## src/rtl/axis_sched_pkg.sv

```systemverilog
// Shared types and helpers for the AXI4-Stream FIFO round-robin scheduler.
package axis_sched_pkg;

    typedef enum logic {
        IDLE = 1'b0,
        SEND = 1'b1
    } state_t;

    // Index width for n sources; never narrower than one bit.
    function automatic int unsigned idx_width(input int unsigned n);
        return (n <= 2) ? 1 : $clog2(n);
    endfunction

endpackage

```

## src/rtl/axi4s_if.sv

```systemverilog
// Minimal AXI4-Stream bundle carrying tvalid/tready/tdata/tkeep/tlast.
interface axi4s_if #(
    parameter int unsigned DATA_WIDTH = 64
);
    localparam int unsigned KEEP_WIDTH = DATA_WIDTH / 8;

    logic                  tvalid;
    logic                  tready;
    logic [DATA_WIDTH-1:0] tdata;
    logic [KEEP_WIDTH-1:0] tkeep;
    logic                  tlast;

    modport master (output tvalid, tdata, tkeep, tlast, input tready);
    modport slave  (input tvalid, tdata, tkeep, tlast, output tready);
endinterface

```

## src/rtl/rr_arbiter.sv

```systemverilog
// Combinational round-robin arbiter: first request at or after rr_ptr, wrapping.
module rr_arbiter
    import axis_sched_pkg::*;
#(
    parameter int unsigned NUM_SRC = 4,
    parameter int unsigned IW      = idx_width(NUM_SRC)
) (
    input  logic [NUM_SRC-1:0] req,
    input  logic [IW-1:0]      rr_ptr,
    output logic               grant_valid,
    output logic [IW-1:0]      grant_index
);

    localparam int SCAN_W = 2 * int'(NUM_SRC);

    logic [SCAN_W-1:0] req2;
    logic [SCAN_W-1:0] mask;
    logic [SCAN_W-1:0] masked;

    // Doubled request vector with bits below rr_ptr masked; the lowest surviving bit wins.
    always_comb begin
        req2        = {req, req};
        mask        = '0;
        grant_valid = 1'b0;
        grant_index = '0;
        for (int i = 0; i < SCAN_W; i++) begin
            mask[i] = (i >= int'(rr_ptr));
        end
        masked = req2 & mask;
        for (int i = SCAN_W - 1; i >= 0; i--) begin
            if (masked[i]) begin
                grant_valid = 1'b1;
                grant_index = IW'(i % int'(NUM_SRC));
            end
        end
    end

endmodule

```

## src/rtl/axis_fifo_rr_scheduler.sv

```systemverilog
// Round-robin packet scheduler sharing one AXI4-Stream master between FWFT FIFOs.
module axis_fifo_rr_scheduler
    import axis_sched_pkg::*;
#(
    parameter int unsigned NUM_SRC    = 4,
    parameter int unsigned DATA_WIDTH = 64,
    parameter int unsigned LEN_WIDTH  = 16
) (
    input  logic                                clk,
    input  logic                                rstn,
    input  logic                                enable,
    input  logic [LEN_WIDTH-1:0]                pkt_len,
    input  logic [NUM_SRC-1:0][DATA_WIDTH-1:0]  fifo_rd_data,
    input  logic [NUM_SRC-1:0]                  fifo_empty,
    output logic [NUM_SRC-1:0]                  fifo_rd_en,
    axi4s_if.master                             axis,
    output logic                                busy,
    output logic [idx_width(NUM_SRC)-1:0]       grant_idx,
    output logic                                pkt_done
);

    localparam int unsigned IW = idx_width(NUM_SRC);

    state_t               state_q;
    state_t               state_d;
    logic [IW-1:0]        rr_ptr;
    logic [LEN_WIDTH-1:0] beat_cnt;
    logic [LEN_WIDTH-1:0] len_q;
    logic                 arb_valid;
    logic [IW-1:0]        arb_index;
    logic                 start;
    logic                 send_valid;
    logic                 beat_hs;
    logic                 last_beat;

    rr_arbiter #(
        .NUM_SRC (NUM_SRC),
        .IW      (IW)
    ) u_arb (
        .req         (~fifo_empty),
        .rr_ptr      (rr_ptr),
        .grant_valid (arb_valid),
        .grant_index (arb_index)
    );

    assign last_beat = (beat_cnt == len_q - LEN_WIDTH'(1));
    assign busy      = (state_q == SEND);

    always_ff @(posedge clk or negedge rstn) begin
        if (!rstn) begin
            state_q <= IDLE;
        end else begin
            state_q <= state_d;
        end
    end

    // Next state plus the unregistered stream path straight from the granted FIFO head.
    always_comb begin
        state_d     = state_q;
        start       = 1'b0;
        send_valid  = 1'b0;
        beat_hs     = 1'b0;
        fifo_rd_en  = '0;
        axis.tvalid = 1'b0;
        axis.tdata  = '0;
        axis.tkeep  = '1;
        axis.tlast  = 1'b0;
        case (state_q)
            IDLE: begin
                if (enable && arb_valid) begin
                    start   = 1'b1;
                    state_d = SEND;
                end
            end
            SEND: begin
                send_valid            = !fifo_empty[grant_idx];
                beat_hs               = send_valid && axis.tready;
                axis.tvalid           = send_valid;
                axis.tdata            = fifo_rd_data[grant_idx];
                axis.tlast            = last_beat;
                fifo_rd_en[grant_idx] = beat_hs;
                if (beat_hs && last_beat) begin
                    state_d = IDLE;
                end
            end
            default: state_d = IDLE;
        endcase
    end

    // Grant capture, beat counting, priority rotation and the completion pulse.
    always_ff @(posedge clk or negedge rstn) begin
        if (!rstn) begin
            rr_ptr    <= '0;
            grant_idx <= '0;
            beat_cnt  <= '0;
            len_q     <= LEN_WIDTH'(1);
            pkt_done  <= 1'b0;
        end else begin
            pkt_done <= beat_hs && last_beat;
            if (start) begin
                grant_idx <= arb_index;
                len_q     <= (pkt_len == '0) ? LEN_WIDTH'(1) : pkt_len;
                beat_cnt  <= '0;
            end else if (beat_hs) begin
                if (last_beat) begin
                    rr_ptr <= (grant_idx == IW'(NUM_SRC - 1)) ? '0 : grant_idx + IW'(1);
                end else begin
                    beat_cnt <= beat_cnt + LEN_WIDTH'(1);
                end
            end
        end
    end

endmodule

```

## src/flat_wrapper.sv

```systemverilog
// flat-port wrapper written by rule: the top's interface ports become plain ports
module axis_fifo_rr_scheduler_flat import axis_sched_pkg::*;
#(
    parameter int unsigned NUM_SRC    = 4,
    parameter int unsigned DATA_WIDTH = 64,
    parameter int unsigned LEN_WIDTH  = 16
)
  (clk, rstn, enable, pkt_len, fifo_rd_data, fifo_empty, fifo_rd_en, busy, grant_idx, pkt_done, axis_tvalid, axis_tdata, axis_tkeep, axis_tlast, axis_tready);
  axi4s_if #(.DATA_WIDTH(DATA_WIDTH)) axis_i ();
  input  logic clk;
  input  logic rstn;
  input  logic enable;
  input  logic [LEN_WIDTH-1:0] pkt_len;
  input  logic [NUM_SRC-1:0][DATA_WIDTH-1:0] fifo_rd_data;
  input  logic [NUM_SRC-1:0] fifo_empty;
  output logic [NUM_SRC-1:0] fifo_rd_en;
  output logic busy;
  output logic [idx_width(NUM_SRC)-1:0] grant_idx;
  output logic pkt_done;
  output wire logic [$bits(axis_i.tvalid)-1:0] axis_tvalid;
  output wire logic [$bits(axis_i.tdata)-1:0] axis_tdata;
  output wire logic [$bits(axis_i.tkeep)-1:0] axis_tkeep;
  output wire logic [$bits(axis_i.tlast)-1:0] axis_tlast;
  input wire logic [$bits(axis_i.tready)-1:0] axis_tready;
  assign axis_tvalid = axis_i.tvalid;
  assign axis_tdata = axis_i.tdata;
  assign axis_tkeep = axis_i.tkeep;
  assign axis_tlast = axis_i.tlast;
  assign axis_i.tready = axis_tready;
  axis_fifo_rr_scheduler #(.NUM_SRC(NUM_SRC), .DATA_WIDTH(DATA_WIDTH), .LEN_WIDTH(LEN_WIDTH)) u_core (.clk(clk), .rstn(rstn), .enable(enable), .pkt_len(pkt_len), .fifo_rd_data(fifo_rd_data), .fifo_empty(fifo_empty), .fifo_rd_en(fifo_rd_en), .axis(axis_i), .busy(busy), .grant_idx(grant_idx), .pkt_done(pkt_done));
endmodule
```

## config.mk

```make
export PLATFORM = sky130hd
export DESIGN_NAME = axis_fifo_rr_scheduler_flat
export DESIGN_NICKNAME = d
export VERILOG_FILES = /design/src/rtl/axis_sched_pkg.sv /design/src/rtl/axi4s_if.sv /design/src/rtl/rr_arbiter.sv /design/src/rtl/axis_fifo_rr_scheduler.sv /design/src/flat_wrapper.sv
export SDC_FILE = /design/constraint.sdc
export NUM_CORES = 1
export LEC_CHECK = 0
export CORE_AREA = 2 2 143 145
export DETAILED_ROUTE_END_ITERATION = 6
export DIE_AREA = 0 0 145 147
export HOLD_SLACK_MARGIN = 0.02
export SYNTH_ARGS = -nofsm -noshare
export SYNTH_HDL_FRONTEND = slang
export SYNTH_SLANG_ARGS = --single-unit
```

## constraint.sdc

```tcl
create_clock -name clk -period 3.6 [get_ports clk]
set_clock_uncertainty 0.2 [all_clocks]
set_input_delay 0.72 -clock clk [delete_from_list [all_inputs] [get_ports clk]]
set_output_delay 0.72 -clock clk [all_outputs]
set_load 0.05 [all_outputs]
```

# Word-level counts from Yosys, hierarchy flattened
# Cells that the tools add are included.
# totals
reg_bits,38
in_bits,280
wordCells,68
# op_classes
n_eq_ne,3
n_reduce_logical,10
magnitude_cmp,5
bitwise_logic,5
mux,36
n_addsub,3
# ops
cell,count
$bmux W64 S2,1
$mux W64,2
$mux W16,4
$mux W2,9
$add A16 B1 Y16 const B,1
$eq A16 B16 Y1,1
$logic_not A16 Y1,1
$mux W1,16
$sub A16 B1 Y16 const B,1
$and A8 B8 Y8,1
$logic_and A1 B1 Y1,5
$and A4 B4 Y4,1
$ge A1 B2 Y1 const A,2
$mux W4,1
$not A4 Y4,1
$lt A2 B3 Y1 const B,1
$reduce_and A3 Y1,1
$add A2 B1 Y2 const B,1
$bmux W1 S2,1
$demux W1 S2,1
$eq A2 B2 Y1 const B,1
$ge A2 B1 Y1 const B,1
$ge A2 B2 Y1 const A,1
$ne A2 B1 Y1 const B,1
5 further kinds,6

# Logic depth before layout (Yosys ltp)
# Gate-level depths: netlist (run 1).
# depth
ltp_word,15
mapped_depth,12

# By module
# From an unflattened synthesis (run 1), not the netlist that was laid out.
# unflattened
hier_cells,463
area_unflattened_um2,4570.6
# modules_own_cells
mod,cells_per_inst,area_per_inst_um2,n_inst
axis_fifo_rr_scheduler,451,4494.3,1
rr_arbiter,12,76.3,1

# Worst setup path after synthesis (run 1)
# No wires, ideal clock.
# synth_timing
path_type,register to output
start,reg u_core.len_q[0]
end,out axis_tlast
path_buffers,0
required_ps,2680
arrival_ps,2770
stages_incl_launch_ff,9
setup_slack_ps,-90
cell_sequence,dfstp_2 inv_1 ha_1 or3_1 o22ai_1 a311o_1 nand2_1 or4_1 nor2_1
# synth_between
elab_chain_len,3
# synth_lines
element,line,source
from (decl),axis_fifo_rr_scheduler.sv:28,logic [LEN_WIDTH-1:0] len_q;
from (signal assigned),axis_fifo_rr_scheduler.sv:102,len_q <= (pkt_len == '0) ? LEN_WIDTH'(1) : pkt_len;
$sub A16 B1 Y16,axis_fifo_rr_scheduler.sv:46,assign last_beat = (beat_cnt == len_q - LEN_WIDTH'(1));
$eq A16 B16 Y1,axis_fifo_rr_scheduler.sv:46,
$mux W1,axis_fifo_rr_scheduler.sv:68,case (state_q)
to (decl),flat_wrapper.sv:23,output wire logic [$bits(axis_i.tlast)-1:0] axis_tlast;
# Every way passes these cells.

# Worst setup path after layout (run 1)
# layout_timing
start,reg u_core.len_q[2]
end,out axis_tlast
# Same word-level chain as after synthesis.

==> results.ini, run 1 <==
[run_status]
status=complete, but fails checks
failed_checks=setup timing

[setup_path]
regToRegEndpoint=u_core.rr_ptr[0]
worstPathCellList=or3_1, or3_1, a21boi_2, o2111ai_2, or4_4, nor2_4, buf_12
rr_worst_depth=15
cp_max_fo=4
cp_common_cell=or3_1
crit_type=flip-flop to primary output
path_buf_inv=1
start_kind=flip-flop
cpPeakStageDelay_ns=0.58
cp-end-kind=primary output
cp.required_ns=2.68
arrival_ns=2.74
reg2reg_slack_ns=0.14
r2r-start=u_core.len_q[0]
path_delay_family=simple AND/OR/NAND/NOR gates
crit_path_top_delay_cell=or4_4

[pwr]
combPwrFrac_pct=59.3
switchingPower_mw=0.984
power_leakage_nw=3.41
power_mw=2.46
p_int_mw=1.48
power_density_nw_per_um2=284
ir_worst_vdd_uv=199
sequentialPowerShare_pct=22.6
pwr-share-clk_pct=18.1
switching_share_pct=40.0

[sta]
fin_crit_sh_pct=102
setup_ws_ns=-0.0596
clock.fmax_mhz=273
finalMaxSlewViolations=0
setup-violations-final=1
rsz0062_at_grt=yes
slew_headroom_pct=49.9
fin_hold_ws_ns=0.330
hold_viol=0
worstMarginPinSlew_ns=0.749
post-route-min-period_ns=3.66

[synthesis]
synth_top_family_by_area=multiplexers
synth_edf_count=0
yosysWarnings=0
seq_area_frac_synth_pct=20.7
synthFlopType=dfrtp_1
synth_fa_ha_area_share_pct=1.63
synthMuxAreaShare_pct=33.3
synth_top_area_share_pct=31.8
synth_common_cells=and2_1, nand2_1, mux4_2
ys_seq_elements=38
synthArstFlopShare_pct=100
syn_area_per_cell_um2=9.91
synthSimpleGateAreaFrac_pct=27.0
synth_xor_area_share_pct=4.37
synth-compound-area-share_pct=7.41
yosysTopAreaCell=mux4_2
synth_most_common_cell=and2_1
synth_area_leaders=mux4_2, dfrtp_1, and2_1
ys_types=58
syn-instance-count=465
synthesis.area_um2=4610

[die]
ioPinCount=362
die_w_um=145
initial_utilization_pct=23.2
die-area_um2=21300
die_h_um=147
rows=52
core_area_um2=19800

[finish]
drive_gt1_share_pct=24.4
design_area_um2=8670
nets=1101
syn_to_final_growth_pct=88.0
final_cells=1089

[min_path]
hold_end=u_core.beat_cnt[4]
whs_path_depth=1
hold_path.class=flip-flop to flip-flop
min-delay-start=u_core.beat_cnt[4]

[route]
drtPass1Iterations=5
drc=0
antenna_left=0
wl_per_cell_um=21.5
drt_iter0_drc=379
drt-total-wl_mm=23.4
num_vias=5267
viasPerCell=4.84

[place]
port_buffers=353
hpwlAfterDp_mm=19.7
place_congestion=0.890
place_area_um2=8360
dp_cells=1068

[clocking]
path_clk_slew_ns=0.06
cts_tree=done
cts_sinks=38
cts_root_buffer=clkbuf_16
cts_buffers=5
clk_path_buf_depth=2
cts_hold_buf=0
h-tree-depth=2
clk_latency_ns=0.28

[global_routing]
grt_pass1_wl_mm=33.9
antenna_found_initial=8
grt_overflow_total=0
grt_usage_pct=21.0
grt_pass1_vias=5251
grt_max_degree=54

[job]
cap_violations=0

[sequential cells by signal (all words and copies together) (netlist names)]
name / cells
u_core.grant_idx: 2
u_core.beat_cnt: 16
u_core.rr_ptr: 2
u_core.len_q: 16
u_core.busy: 1
u_core.pkt_done: 1
[power by group through the flow]
stage	combinational [mW]	sequential, mW	clock [mW]
finish	1.46	0.556	0.445
global route	1.55	0.563	0.472
CTS	1.44	0.554	0.450
detailed placement	1.40	0.562	0
global placement	1.40	0.561	0
floorplan	0.830	0.519	0
[cell usage in the layout, fill, tap and decap left out, drive strengths merged, types with 2 or more instances in the layout]
cell type | netlist | final
a21boi | 3 | 3
a21oi | 9 | 9
a311oi | 2 | 2
and2 | 69 | 69
and3 | 7 | 7
buf | 23 | 96
clkbuf | 22 | 7
clkdlybuf4s50 | 0 | 285
conb | 1 | 8
dfrtp | 37 | 37
diode | 0 | 3
ha | 6 | 6
inv | 7 | 7
mux2 | 2 | 2
mux2i | 5 | 5
mux4 | 65 | 65
nand2 | 67 | 67
nand3 | 7 | 7
nand4 | 6 | 6
nor2 | 20 | 20
nor2b | 2 | 2
nor3 | 8 | 8
nor4 | 7 | 7
o2111ai | 2 | 2
o211ai | 10 | 10
o21ai | 10 | 10
o31ai | 4 | 4
or2 | 2 | 2
or3 | 8 | 8
or4 | 11 | 11
xnor2 | 15 | 15
xor2 | 8 | 8
[how the worst max path moves through the flow]
stage / endpoint / cells after the start / start
after floorplan: axis_tlast / 8 / u_core.len_q[0]
after global placement: axis_tlast / 10 / u_core.len_q[0]
after detailed placement: axis_tlast / 10 / u_core.len_q[0]
after CTS: axis_tlast / 9 / u_core.len_q[0]
after global routing: axis_tlast / 10 / u_core.len_q[0]
final: axis_tlast / 7 / u_core.len_q[2]
[worst register-to-register path, stage by stage, from the launching register on]
cell      delay, ns
dfstp_2        0.53
inv_2          0.05
ha_4           0.21
xnor2_2        0.13
a211oi_2       0.18
o311ai_2       0.15
buf_4          0.16
buf_4          0.12
buf_4          0.12
buf_4          0.12
buf_4          0.12
buf_4          0.12
nor4_1         0.27
and4b_2        0.35
and2_4         0.19
mux2_2         0.33
[final cells by class]
type                    instances  area [um2]
repair buffers                381        3680
fillers                      1967       11200
diodes                          3        7.51
clock buffers                   7         143
well taps                     270         338
clock inverters                 1        5.00
multi-input cells             382        3510
inverters                       7        26.3
flip-flops and latches         38         961
[metrics by stage]
stage / utilization, % / TNS (ns) / setup WS (ns)
floorplan: - / 0 / 0.120
global placement: 42.1 / 0 / 0.128
detailed placement: 42.1 / 0 / 0.109
CTS: 43.3 / 0 / 0.00426
global route: 43.7 / -0.150 / -0.150
finish: 43.7 / -0.0596 / -0.0596
[timing repair]
item / 4_1_cts / 5_1_grt
setup endpoints to repair: 1 / 18
buffers inserted: 7 / 3
pin swaps: 5 / 8
resized for setup: 9 / 11
[routing by layer]
layer | wire length (um) | vias up | global-route usage, % | part of all wire (%)
li1 | - | 2436 | - | -
met1 | 9580 | 2570 | 27.3 | 41
met2 | 11600 | 219 | 35.9 | 50
met3 | 1690 | 36 | 4.47 | 7.2
met4 | 524 | 6 | 4.80 | 2.2
met5 | 36 | - | 0 | 0.15
[cell families (layout without fill, tap and decap cells)]
kind of cell	Yosys count	count (layout)
buffers and inverters	52	396
AO/OA/AOI/OAI	50	50
XOR/XNOR	23	23
multiplexers	72	72
other	1	11
AND/OR/NAND/NOR	223	223
flip-flops	38	38
adder cells (fa/ha/maj)	6	6
No activity file was read; power rests on OpenSTA's default activity.
==> run 2, diff against run 1 <==
--- a/config.mk
+++ b/config.mk
@@ -5,9 +5,9 @@
 export SDC_FILE = /design/constraint.sdc
 export NUM_CORES = 1
 export LEC_CHECK = 0
-export CORE_AREA = 2 2 143 145
+export CORE_AREA = 2 2 141 143
 export DETAILED_ROUTE_END_ITERATION = 6
-export DIE_AREA = 0 0 145 147
+export DIE_AREA = 0 0 143 145
 export HOLD_SLACK_MARGIN = 0.02
 export SYNTH_ARGS = -nofsm -noshare
 export SYNTH_HDL_FRONTEND = slang
==> constraint.sdc (replaced) <==
create_clock -name clk -period 4.6 [get_ports clk]
set_clock_uncertainty 0.2 [all_clocks]
set_input_delay 0.92 -clock clk [delete_from_list [all_inputs] [get_ports clk]]
set_output_delay 0.92 -clock clk [all_outputs]
set_load 0.05 [all_outputs]
==> run 2 against run 1 <==
Against the previous run:
- the flow now finishes without violations
- final cell count fell by 1.7%
- via count fell by 1.6%
- sequential share of layout area rose by 0.15 points
- die area fell by 2.7%
- critical path depth rose by 2
- utilization rose by 0.73 points
- power fell by 23%
- hold slack got worse by 0.031 ns
- register-to-register slack improved by 1.2 ns
- non-clock buffer count fell by 18
- clock power fell by 21%
- global-route usage rose by 2.0 points
- critical endpoint unchanged
- highest routed layer unchanged
==> results.ini, run 2 (synthesis results as in run 1) <==
[pwr]
pwr-share-clk_pct=18.5  ; +0.4 points
p_int_mw=1.14  ; -23%
power_leakage_nw=3.24  ; -5.0%
switching_share_pct=39.8  ; -0.21 points
ir_worst_vdd_uv=131  ; -34%
combPwrFrac_pct=58.5  ; -0.8 points
sequentialPowerShare_pct=23.0  ; +0.4 points
switchingPower_mw=0.753  ; -24%
power_density_nw_per_um2=222  ; -22%

[clocking]
cts_buffers=5  ; unchanged
cts_sinks=38  ; unchanged
cts.repair.resized=0  ; -9
clk_path_buf_depth=2  ; unchanged
h-tree-depth=2  ; unchanged
cts_root_buffer=clkbuf_16
cts_tree=done
clk_latency_ns=0.28  ; about the same
cts_hold_buf=0  ; unchanged
path_clk_slew_ns=0.06  ; about the same
post_cts.repair.setup_buffers=0  ; -7

[finish]
nets=1083  ; -1.6%
layout.cells.most_common=clkdlybuf4s50_1
reg_top3=u_core.beat_cnt x16, u_core.len_q x16
n_fill_cell=1879  ; -4.5%
syn_to_final_growth_pct=85.0
final_cells=1070  ; -1.7%
drive_gt1_share_pct=12.8  ; -12 points
final_cell_mix=clkdlybuf4s50_1, and2_1, nand2_1
fin_util_pct=44.4  ; +0.73 points

[global_routing]
grt_busiest_layer=met2
grt_max_degree=68  ; +26%
met3_usage_pct=8.35  ; +3.9 points
grt_pass1_wl_mm=35.0  ; +3.4%
grt_overflow_total=0  ; unchanged
met1_usage_pct=30.3  ; +3.0 points
use_met2_pct=35.9  ; +0.052 points
grt_pass1_vias=5239  ; -0.23%
antenna_found_initial=12  ; +4
grt_usage_pct=23.0  ; +2.0 points

[die]
die-area_um2=20700  ; -2.7%
die_h_um=145  ; -1.4%
core_area_um2=19200  ; -3.2%
rows=51  ; -1.9%
initial_utilization_pct=24.0  ; +0.77 points
die_w_um=143  ; -1.4%
ioPinCount=362  ; unchanged

[sta]
fin_crit_sh_pct=89.2
hold_viol=0  ; unchanged
finalMaxSlewViolations=0  ; unchanged
setup-violations-final=0  ; -1
worstMarginPinSlew_ns=1.02  ; +0.272 ns
post-route-min-period_ns=4.10
fin_tns_setup_ns=0  ; +0.0596 ns
rsz0062_at_grt=no
slew_headroom_pct=31.9  ; -18 points
clock.fmax_mhz=244

[route]
wl_per_cell_um=23.1  ; +7.4%
drc=0  ; unchanged
drt-total-wl_mm=24.7  ; +5.5%
antenna_left=0  ; unchanged
viasPerCell=4.84  ; +0.17%
drtPass1Iterations=4  ; -1
num_vias=5184  ; -1.6%
drt_iter0_drc=407  ; +7.4%

[setup_path]
cp-end-kind=primary output
start_kind=flip-flop
cp_max_fo=9  ; +5
arrival_ns=2.98  ; +0.24 ns
crit_type=flip-flop to primary output
cp.required_ns=3.48  ; +0.80 ns

[job]
cap_violations=0  ; unchanged

[min_path]
hold_path.class=flip-flop to flip-flop

[place]
dp_cells=1055  ; -1.2%
hpwlAfterDp_mm=21.2  ; +7.3%
port_buffers=353  ; unchanged
place_congestion=0.929  ; +4.4%

[run_status]
status=completed

-- run 2: power groups by stage --
| stage | registers (mW) | clock network (mW) | logic, mW |
|---|---|---|---|
| 2_1_floorplan | 0.406 | 0 | 0.649 |
| 4_1_cts | 0.434 | 0.358 | 1.11 |
| 3_5_place_dp | 0.439 | 0 | 1.11 |
| 3_3_place_gp | 0.438 | 0 | 1.10 |
| 5_1_grt | 0.444 | 0.369 | 1.16 |
| 6_report | 0.434 | 0.350 | 1.11 |
-- run 2: per-stage QoR --
step | total power, mW | hold WS, ns | setup WS (ns) | instance area [um2]
finish | 1.89 | 0.300 | 0.498 | 8530
global route | 1.98 | 0.331 | 0.306 | 8520
CTS | 1.90 | 0.303 | 0.497 | 8510
detailed placement | 1.55 | 0.293 | 0.558 | 8360
global placement | 1.54 | 0.286 | 0.555 | 8360
floorplan | 1.06 | 0.267 | 0.710 | 4640
-- run 2: area by class of cell --
type | instances | area [um2] | share of cell area, %
tap | 265 | 332 | 3.89
clock buffer | 7 | 143 | 1.67
sequential | 38 | 958 | 11.2
multi-input combinational | 382 | 3430 | 40.2
inverter | 7 | 26.3 | 0.308
timing repair buffer | 363 | 3620 | 42.4
clock inverter | 1 | 5.00 | 0.0587
antenna | 7 | 17.5 | 0.205
-- run 2: per-layer routing --
metal | vias to the layer above | wire length, um
met5 | - | 57
met2 | 218 | 11200
met4 | 8 | 429
li1 | 2409 | -
met3 | 28 | 2640
met1 | 2521 | 10400
-- run 2: critical path, stage by stage, from the launching register on --
cell       delay, ns
dfrtp_1         0.40
inv_1           0.08
ha_1            0.32
or4b_1          0.53
nor2_1          0.16
a41o_1          0.21
o2111ai_1       0.10
or4_1           0.57
nor2_1          0.12
buf_4           0.22
-- run 2: final timing paths --
check | startpoint | cells after the start | end | slack, ns
min reg2reg | u_core.beat_cnt[15] | 1 | u_core.beat_cnt[15] | 0.30
max in group asynchronous | rstn | 2 | u_core.grant_idx[0] | 2.94
min in group asynchronous | rstn | 2 | u_core.pkt_done | 0.87
max reg2reg | u_core.len_q[1] | 10 | u_core.beat_cnt[6] | 1.32
max | u_core.len_q[1] | 9 | axis_tlast | 0.50
min | u_core.beat_cnt[15] | 1 | u_core.beat_cnt[15] | 0.30
==> run 3, diff against run 2 <==
--- a/config.mk
+++ b/config.mk
@@ -5,10 +5,11 @@
 export SDC_FILE = /design/constraint.sdc
 export NUM_CORES = 1
 export LEC_CHECK = 0
-export CORE_AREA = 2 2 141 143
+export CORE_AREA = 2 2 140 142
 export DETAILED_ROUTE_END_ITERATION = 6
-export DIE_AREA = 0 0 143 145
+export DIE_AREA = 0 0 142 144
 export HOLD_SLACK_MARGIN = 0.02
 export SYNTH_ARGS = -nofsm -noshare
 export SYNTH_HDL_FRONTEND = slang
+export SYNTH_HIERARCHICAL = 1
 export SYNTH_SLANG_ARGS = --single-unit
==> run 3 against run 2 <==
Against the previous run:
- critical path depth unchanged
- worst setup slack worse by 0.25 ns
- routed wire length up 6.8%
- critical endpoint unchanged
- largest cell class unchanged
- highest routed layer unchanged
==> results.ini, run 3 <==
[run_status]
status=completed

[finish]
multi_input_area_um2=3410  ; -0.55%
final_cells=1055  ; -1.4%
design_area_um2=8530  ; about the same
layout.cells.most_common=clkdlybuf4s50_1
final_cell_mix=clkdlybuf4s50_1, and2_1, mux4_2, nand2_1, dfrtp_1
nets=1086  ; +0.28%
n_fill_cell=1853  ; -1.4%
drive_gt1_share_pct=13.5  ; +0.70 points
reg_top3=u_core/beat_cnt x16, u_core/len_q x16
syn_to_final_growth_pct=86.7
seq_area_um2=961  ; +0.26%
fin_util_pct=44.7  ; +0.31 points

[die]
die-area_um2=20400  ; -1.4%
die_h_um=144  ; -0.69%
core_area_um2=19100  ; -0.66%
die_w_um=142  ; -0.70%
ioPinCount=362  ; unchanged
initial_utilization_pct=24.0  ; -0.043 points
rows=51  ; unchanged

[clocking]
cts_sinks=38  ; unchanged
cts_root_buffer=clkbuf_16
cts.repair.resized=0  ; unchanged
clk_path_buf_depth=2  ; unchanged
cts_tree=done
clk_latency_ns=0.28  ; about the same
h-tree-depth=2  ; unchanged
cts_hold_buf=0  ; unchanged
post_cts.repair.setup_buffers=0  ; unchanged
path_clk_slew_ns=0.06  ; about the same
cts_buffers=5  ; unchanged

[min_path]
hold_end=u_core/len_q[15]
whs_path_depth=2  ; +1
hold_path.class=flip-flop to flip-flop
min-delay-start=u_core/len_q[15]

[global_routing]
grt_busiest_layer=met2
met1_usage_pct=30.4  ; +0.12 points
antenna_found_initial=37  ; +25
grt_pass1_wl_mm=35.4  ; +1.0%
grt_overflow_total=0  ; unchanged
grt_max_degree=68  ; unchanged
grt_pass1_vias=5050  ; -3.6%
grt_usage_pct=24.6  ; +1.6 points
met3_usage_pct=18.1  ; +9.8 points
use_met2_pct=35.5  ; -0.39 points

[sta]
slew_headroom_pct=30.3  ; -1.6 points
setup_ws_ns=0.245  ; -0.253 ns
fin_hold_ws_ns=0.298  ; -0.00207 ns
clock.fmax_mhz=230  ; -5.8%
post-route-min-period_ns=4.36  ; +0.253 ns
fin_crit_sh_pct=94.7  ; +5.5 points
finalMaxSlewViolations=0  ; unchanged
setup-violations-final=0  ; unchanged
fin_tns_setup_ns=0  ; unchanged
worstMarginPinSlew_ns=1.05  ; +0.0245 ns
hold_viol=0  ; unchanged
rsz0062_at_grt=no

[synthesis]
synth_top_area_share_pct=32.0  ; +0.27 points
seq_area_frac_synth_pct=20.8  ; +0.18 points
syn-instance-count=463  ; -0.43%
ys_seq_elements=38  ; unchanged
yosysWarnings=6  ; +6
synth_common_cells=and2_1, mux4_2, nand2_1
synth_most_common_cell=and2_1
synthesis.area_um2=4570  ; -0.84%
synthArstFlopShare_pct=100  ; unchanged
synth_edf_count=0  ; unchanged
synth_area_leaders=mux4_2, dfrtp_1, and2_1
syn_area_per_cell_um2=9.87  ; -0.41%
yosysTopAreaCell=mux4_2
synthFlopType=dfrtp_1
ys_types=58  ; unchanged

[place]
hpwlAfterDp_mm=22.9  ; +8.4%
dp_cells=1031  ; -2.3%
place_congestion=0.958  ; +3.0%
place_area_um2=8350  ; -0.22%
port_buffers=353  ; unchanged
pre_cts_slack_ns=0.510  ; -0.0472 ns

[setup_path]
r2r-start=u_core/len_q[1]
crit_start=u_core/len_q[1]
regToRegEndpoint=u_core/beat_cnt[8]
crit_type=flip-flop to primary output
reg2reg_slack_ns=1.07  ; -0.25 ns
arrival_ns=3.24  ; +0.26 ns
cp_max_fo=7  ; -2
cp.required_ns=3.48  ; about the same
start_kind=flip-flop
cp-end-kind=primary output
rr_worst_depth=10  ; unchanged

[route]
wl_per_cell_um=25.0  ; +8.3%
drt-total-wl_mm=26.4  ; +6.8%
antenna_left=0  ; unchanged
num_vias=5307  ; +2.4%
drc=0  ; unchanged
drtPass1Iterations=5  ; +1
viasPerCell=5.03  ; +3.8%
drt_iter0_drc=296  ; -27%

[pwr]
power_density_nw_per_um2=218  ; -1.5%
ir_worst_vdd_uv=121  ; -7.3%
power_leakage_nw=3.35  ; +3.7%
power_mw=1.86  ; -1.5%

[job]
cap_violations=0  ; unchanged

## run 3: cell count changes after synthesis, sizes merged, moves of 4 or more
cell and delta:
o211ai -7, a21oi +5, nor2 -4, and3 +5
mux2i +4, o31ai -4, inv +9, or4 -5
buf -5
## run 3: kinds of logic (layout without fill, tap and decap cells)
| family | Yosys count | in the layout | synth area share [%] |
|---|---|---|---|
| DFF | 38 | 38 | 20.8 |
| muxes | 77 | 77 | 34.9 |
| and+or+nand+nor | 215 | 215 | 26.1 |
| buffers and inverters | 57 | 388 | 5.47 |
| adders and majority gates | 6 | 6 | 1.64 |
| other | 1 | 24 | 0.0820 |
| xor gates and xnor gates | 19 | 19 | 3.64 |
| AOI/OAI and AO/OA | 50 | 50 | 7.28 |
## run 3: critical path, cell delays in order, from the launching register on
cell	delay [ns]
dfrtp_1	0.41
inv_1	0.08
ha_1	0.27
or4b_4	0.55
or4_4	0.43
o21ai_2	0.07
a31oi_1	0.14
or3_4	0.46
nor4b_2	0.36
buf_12	0.19
## run 3: metal layers
layer / up-vias / part of all wire, %
li1: 2416 / -
met1: 2524 / 39
met2: 273 / 43
met3: 52 / 17
met4: 42 / 0.53
met5: - / 1.0
## run 3: worst max path at each step
stage            endpoint  slack, ns
2_1_floorplan  axis_tlast       0.27
3_3_place_gp   axis_tlast       0.52
3_5_place_dp   axis_tlast       0.51
4_1_cts        axis_tlast       0.17
5_1_grt        axis_tlast       0.06
6_report       axis_tlast       0.24
## run 3: layout make-up
type                            instances  area share, %
Timing Repair Buffer                  364           42.5
Multi-Input combinational cell        375           40.0
Sequential cell                        38           11.3
Tap cell                              238           3.49
Clock buffer                            8           1.60
Inverter                               16          0.704
Antenna cell                           16          0.469
## run 3: where the power goes
group | total (mW) | internal (mW) | switching [mW] | leakage [nW]
clock | 0.332 | 0.202 | 0.130 | 0.0653
combinational | 1.09 | 0.557 | 0.531 | 2.81
sequential | 0.444 | 0.369 | 0.0743 | 0.479
